## config.mk

```make
export PLATFORM = sky130hd
export DESIGN_NAME = median_window_feeder
export DESIGN_NICKNAME = d
export VERILOG_FILES = /design/src/rtl/median_window_feeder.sv
export SDC_FILE = /design/constraint.sdc
export NUM_CORES = 1
export LEC_CHECK = 0
export ABC_AREA = 1
export CAP_MARGIN = 10
export CORE_ASPECT_RATIO = 1.2
export CORE_UTILIZATION = 55
export DETAILED_ROUTE_END_ITERATION = 10
export PLACE_DENSITY = 0.78
export SYNTH_ARGS = -nofsm -noshare
export SYNTH_HDL_FRONTEND = slang
export SYNTH_SLANG_ARGS = --single-unit
```

## constraint.sdc

```tcl
create_clock -name clk -period 6.8 [get_ports clk]
set_input_delay 1.02 -clock clk [delete_from_list [all_inputs] [get_ports clk]]
set_output_delay 1.02 -clock clk [all_outputs]
set_load 0.02 [all_outputs]
```

## src/rtl/median_window_feeder.sv

```systemverilog
// Raster-stream 3x3 window generator feeding the median column/row sorters.
// Two line buffers plus a two-column shift window yield one registered neighbourhood per interior pixel.
module median_window_feeder #(
    parameter int IMG_W  = 16,
    parameter int IMG_H  = 16,
    parameter int DATA_W = 8
) (
    input  logic                      clk,
    input  logic                      rst,
    input  logic [DATA_W-1:0]         pix_in,
    input  logic                      pix_valid,
    input  logic                      sof,
    output logic [DATA_W-1:0]         w0,
    output logic [DATA_W-1:0]         w1,
    output logic [DATA_W-1:0]         w2,
    output logic [DATA_W-1:0]         w3,
    output logic [DATA_W-1:0]         w4,
    output logic [DATA_W-1:0]         w5,
    output logic [DATA_W-1:0]         w6,
    output logic [DATA_W-1:0]         w7,
    output logic [DATA_W-1:0]         w8,
    output logic                      win_valid,
    output logic [$clog2(IMG_W)-1:0]  cx,
    output logic [$clog2(IMG_H)-1:0]  cy,
    output logic                      frame_done
);
    localparam int XW = $clog2(IMG_W);
    localparam int YW = $clog2(IMG_H);
    localparam logic [XW-1:0] X_LAST = XW'(IMG_W - 1);
    localparam logic [YW-1:0] Y_LAST = YW'(IMG_H - 1);

    // Handshake: pix_valid is a pure valid with no ready; every cycle it is high
    // pix_in is consumed, and win_valid is a one-cycle output pulse with no stall.

    logic [XW-1:0] x, px, nx;
    logic [YW-1:0] y, py, ny;
    logic [DATA_W-1:0] lb0 [IMG_W];
    logic [DATA_W-1:0] lb1 [IMG_W];
    logic [DATA_W-1:0] new_t, new_m;
    logic [DATA_W-1:0] mid_t, mid_m, mid_b;
    logic [DATA_W-1:0] rgt_t, rgt_m, rgt_b;
    logic interior, last_pix;

    // sof relocates the accepted pixel to the frame origin before anything else uses x/y.
    assign px       = sof ? '0 : x;
    assign py       = sof ? '0 : y;
    assign new_t    = lb1[px];
    assign new_m    = lb0[px];
    assign interior = (px >= XW'(2)) && (py >= YW'(2));
    assign last_pix = (px == X_LAST) && (py == Y_LAST);

    always_comb begin
        nx = px + XW'(1);
        ny = py;
        if (px == X_LAST) begin
            nx = '0;
            ny = (py == Y_LAST) ? '0 : py + YW'(1);
        end
    end

    // Line buffer storage is never reset; the interior rule hides stale rows.
    always_ff @(posedge clk) begin
        if (pix_valid) begin
            lb1[px] <= lb0[px];
            lb0[px] <= pix_in;
        end
    end

    always_ff @(posedge clk or posedge rst) begin
        if (rst) begin
            x <= '0;  y <= '0;
            mid_t <= '0; mid_m <= '0; mid_b <= '0;
            rgt_t <= '0; rgt_m <= '0; rgt_b <= '0;
            w0 <= '0; w1 <= '0; w2 <= '0;
            w3 <= '0; w4 <= '0; w5 <= '0;
            w6 <= '0; w7 <= '0; w8 <= '0;
            cx <= '0; cy <= '0;
            win_valid  <= 1'b0;
            frame_done <= 1'b0;
        end else begin
            win_valid  <= 1'b0;
            frame_done <= 1'b0;
            if (pix_valid) begin
                x <= nx;
                y <= ny;
                mid_t <= rgt_t; mid_m <= rgt_m; mid_b <= rgt_b;
                rgt_t <= new_t; rgt_m <= new_m; rgt_b <= pix_in;
                if (interior) begin
                    // Post-shift view: old middle is left, old right is middle, new column is right.
                    w0 <= mid_t; w1 <= rgt_t; w2 <= new_t;
                    w3 <= mid_m; w4 <= rgt_m; w5 <= new_m;
                    w6 <= mid_b; w7 <= rgt_b; w8 <= pix_in;
                    cx <= px - XW'(1);
                    cy <= py - YW'(1);
                    win_valid  <= 1'b1;
                    frame_done <= last_pix;
                end
            end
        end
    end
endmodule
```

# == After elaboration in Yosys (flattened, before gate mapping) ==
# Memories as Yosys holds them, arrays and structs flattened.
# Cells that the tools add are included.
# totals
ff_bits,138
mem_bits_rw,256
mem_count,2
out_inout_bits,82
# memory_table
memory,depth,word_bits,rd,rd_ports_with_merged_regs,wr,line_no,rtl
lb0,16,8,1,0,1,37,logic [DATA_W-1:0] lb0 [IMG_W];
lb1,16,8,1,0,1,38,logic [DATA_W-1:0] lb1 [IMG_W];
# classes
n_lt_le_gt_ge,2
reduce_logical,3
n_addsub,4
n_mux,11
eq_ne,2
# ops
cell,count
2-to-1 mux 4 bit,5
adder 4 x 1 -> 4 bit (second input constant),2
equality test 4 bit (second input constant),2
>= comparator 4 x 2 -> 1 bit (second input constant),2
subtractor 4 x 1 -> 4 bit (second input constant),2
2-to-1 mux 1 bit,6
logical AND 1 bit,2
AND reduction 2 bit,1

# == Logic depth before layout (Yosys ltp) ==
# logic_depth
ltp_word,5
mapped_depth,14

# == Worst setup path after synthesis ==
# No wires, ideal clock.
# synth_path
path_kind,in2reg
from,in sof
to,"mem lb0[10][0], enable pin"
setup_time_ps,388
path_buffers,2
arrival_time_ps,2611
path_stages,7
slack_ps,3801
cell_sequence,buf_6 > nor2_4 > inv_1 > nor2_2 > buf_4 > nand2_1 > nor2_1
# synth_between
elab_chain_cells,1
# synth_lines
item,line_no,rtl
start: declaration,12,"input logic sof,"
2-to-1 mux 4 bit,45,assign px = sof ? '0 : x;
end: declaration,37,
# No other way between the ends.

# == Final worst setup path ==
# layout_path
from,in sof
to,reg y[1]
# layout_between
elab_chain_cells,4
elab_cells_between_ends,7
classes_between,add/sub: 1; eq/ne: 2; mux: 4
# layout_lines
item,line_no,rtl
2-to-1 mux 4 bit,46,assign py = sof ? '0 : y;
adder 4 x 1 -> 4 bit / equality test 4 bit (equally long branches),57,ny = (py == Y_LAST) ? '0 : py + YW'(1);
2-to-1 mux 4 bit,57,
2-to-1 mux 4 bit (*),55,if (px == X_LAST) begin
end signal: assignment,85,y <= ny;
end: declaration,36,"logic [YW-1:0] y, py, ny;"
# Mark *: on every way between the ends. The rest lies on a longest branch, timed or not.
# A chain may end at the register's enable or synchronous reset.

==> results_dict.tcl <==
set metrics [dict create \
    top_regs "lb0 x128, lb1 x128" \
    syn-num-nets 1624 \
    swShare 0.258 \
    ys_warn_count 0 \
    final_hold_viol_count 0 \
    crit_fanout 60 \
    placedInstanceArea_mm2 0.0174 \
    place_congestion 0.857 \
    holdPathStages 2 \
    vias 11300 \
    worstSetupPathType "input pin to flop" \
    ys_seq_elements 394 \
    clk-insertion-delay-late_ns 0.53 \
    pwr-share-comb 0.141 \
    cellLeakagePower_nw 8.22 \
    core_region_area_mm2 0.0289 \
    n_antenna_cell 0 \
    finalSetupViolCount 0 \
    grt_max_degree 101 \
    cts_resized 0 \
    fin_setup_tns_ns 0 \
    io_buffer_count 93 \
    syn-cell-area_mm2 0.0162 \
    synth_cells 1607 \
    wirelength_um 37700 \
    die_x_um 159 \
    synth_commonest_cells "nand2_1, edfxtp_1, dfrtp_1, o21ai_0, nor2_1" \
    die_h_um 190 \
    fin_cells 2090 \
    cts_tree "built" \
    fmax_ghz 0.204 \
    wire_per_inst_um 18.0 \
    postCtsSetupBuffers 0 \
    areaGrowthSynthToFinish_pct 14.6 \
    worst_slew_pin_slew_ns 1.26 \
    rsz0062_at_grt "false" \
    post-synth-top-count-cell "nand2_1" \
    arrival_ns 5.32 \
    die_area_mm2 0.0302 \
    io_pins 94 \
    ir_drop_v 0.000184 \
    synth_top_cell_area_share 0.473 \
    clockPowerShare 0.364 \
    ant_nets 0 \
    min_period_ns 4.90 \
    fin_ws_ns 1.90 \
    synth_ff_type "edfxtp_1" \
    hold_ws_ns 0.481 \
    design_area_mm2 0.0186 \
    numCtsBuffers 37 \
    final_nets 1694 \
    drc 0 \
    place_inst 2023 \
    hp-class "flop to flop" \
    slew_headroom 0.158 \
    start_util 0.562 \
    end_kind "flop" \
    hpwl_um 22500 \
    pwr-share-seq 0.495 \
    h-tree-depth 2 \
    grt-ovfl-total 0 \
    clk_pin_slew_worst_paths_ns 0.07 \
    cts_max_path_buffers 3 \
    cts_hold_buf 0 \
    synth_edf_count 256 \
    start_kind "input pin" \
    power_switching_w 0.00148 \
    drv_cap 0 \
    required_ns 7.22 \
    ys_seq_area_frac 0.686 \
    syn_area_per_cell_um2 10.1 \
    rows 68 \
    async_flop_share 0.350 \
    dr.pass1.iters 5 \
    pre_cts_ws_ns 1.46 \
    grt_pass1_vias 11100 \
    finalCritPeriodShare 0.720 \
    p_per_area_mw_per_mm2 309 \
    yosysUniqueCellTypes 29 \
    yosys.area.top_type "edfxtp_1" \
    grt_pass1_wl_um 59800 \
    reg2regPathDepth 11 \
    status "completed" \
    skew_ns 0.0150 \
    slew_violations 0 \
    grt_use_total 0.255 \
    antenna_found_initial 0 \
    clock-root-buffer "clkbuf_16" \
    drive_gt1_frac 0.0540 \
    ys_top_cells_by_area "edfxtp_1, dfrtp_1, nand2_1, o21ai_0, nor2_1" \
    drtIter0Drc 1310 \
    avgViaCountPerCell 5.43 \
    cts.sinks 394 \
    p_int_w 0.00427 \
]
## power groups by stage
| stage | registers, W | logic (W) | clock network, W |
|---|---|---|---|
| 6_report | 0.00285 | 0.000813 | 0.00210 |
| 2_1_floorplan | 0.00298 | 0.000362 | 0 |
| 3_5_place_dp | 0.00289 | 0.000805 | 0 |
| 4_1_cts | 0.00285 | 0.000814 | 0.00211 |
| 3_3_place_gp | 0.00289 | 0.000787 | 0 |
| 5_1_grt | 0.00287 | 0.000890 | 0.00221 |
## placed cells by master (no fill, tap or decap), types with 2 or more instances in the layout
cell               n
a21oi_1            6
buf_4             18
bufinv_16          4
clkbuf_1          13
clkbuf_16         39
clkbuf_8           2
clkdlybuf4s50_1   92
clkinv_1           3
clkinv_2           2
clkinv_4           2
dfrtp_1          137
edfxtp_1         256
ha_1               5
inv_1             99
inv_4              4
inv_6              2
nand2_1          665
nand2_4            3
nand3_1           72
nand4_1            8
nor2_1           112
nor2_2             8
nor2_4             2
o21ai_0          127
o21ai_1           13
xnor2_1            2
## cell type report
type	count	area, µm²
clock buffer	54	1050
clock inverter	13	175
fill	2168	10300
inverter	105	407
multi-input combinational	1028	4300
sequential	394	11100
tap	385	482
timing repair buffer	111	1060
## routing by layer
metal,GRT usage,share of wire
met2,0.426,0.49
met3,0.0361,0.071
met5,0,0
met4,0.101,0.029
met1,0.341,0.41
## per-stage QoR
stage	util	power, W
after floorplan	-	0.00334
after global placement	0.601	0.00367
after detailed placement	0.601	0.00370
after CTS	0.644	0.00577
after global routing	0.644	0.00597
final	0.644	0.00576
## final timing paths
path                              startpoint              endpoint  slack, ns
min reg2reg                w1[4]$_DFFE_PP0P_     w1[4]$_DFFE_PP0P_       0.48
max in group asynchronous                rst      x[0]$_DFFE_PP0P_       4.66
max reg2reg                 x[0]$_DFFE_PP0P_      y[1]$_DFFE_PP0P_       2.87
min                        w1[4]$_DFFE_PP0P_     w1[4]$_DFFE_PP0P_       0.48
max                                      sof      y[1]$_DFFE_PP0P_       1.90
min in group asynchronous                rst  mid_t[1]$_DFFE_PP0P_       1.05
## critical path, cell delays in order
cell and delay [ns]:
clkdlybuf4s50_1 0.64, inv_4 0.60, nand2_4 0.57, inv_1 0.81, ha_1 0.32, nand2_1 0.10
inv_1 0.10, nand2_1 0.07, inv_1 0.65, nand2_1 0.16, o21ai_0 0.18, inv_1 0.05
## cell families after synthesis
logic type / after synthesis / synth area share
xor+xnor: 3 / 0.00162
simple gates: 874 / 0.213
flops: 394 / 0.686
buf+inv: 185 / 0.0509
fa+ha+maj: 5 / 0.00385
compound gates: 146 / 0.0450
No activity file was read; power rests on OpenSTA's default activity.
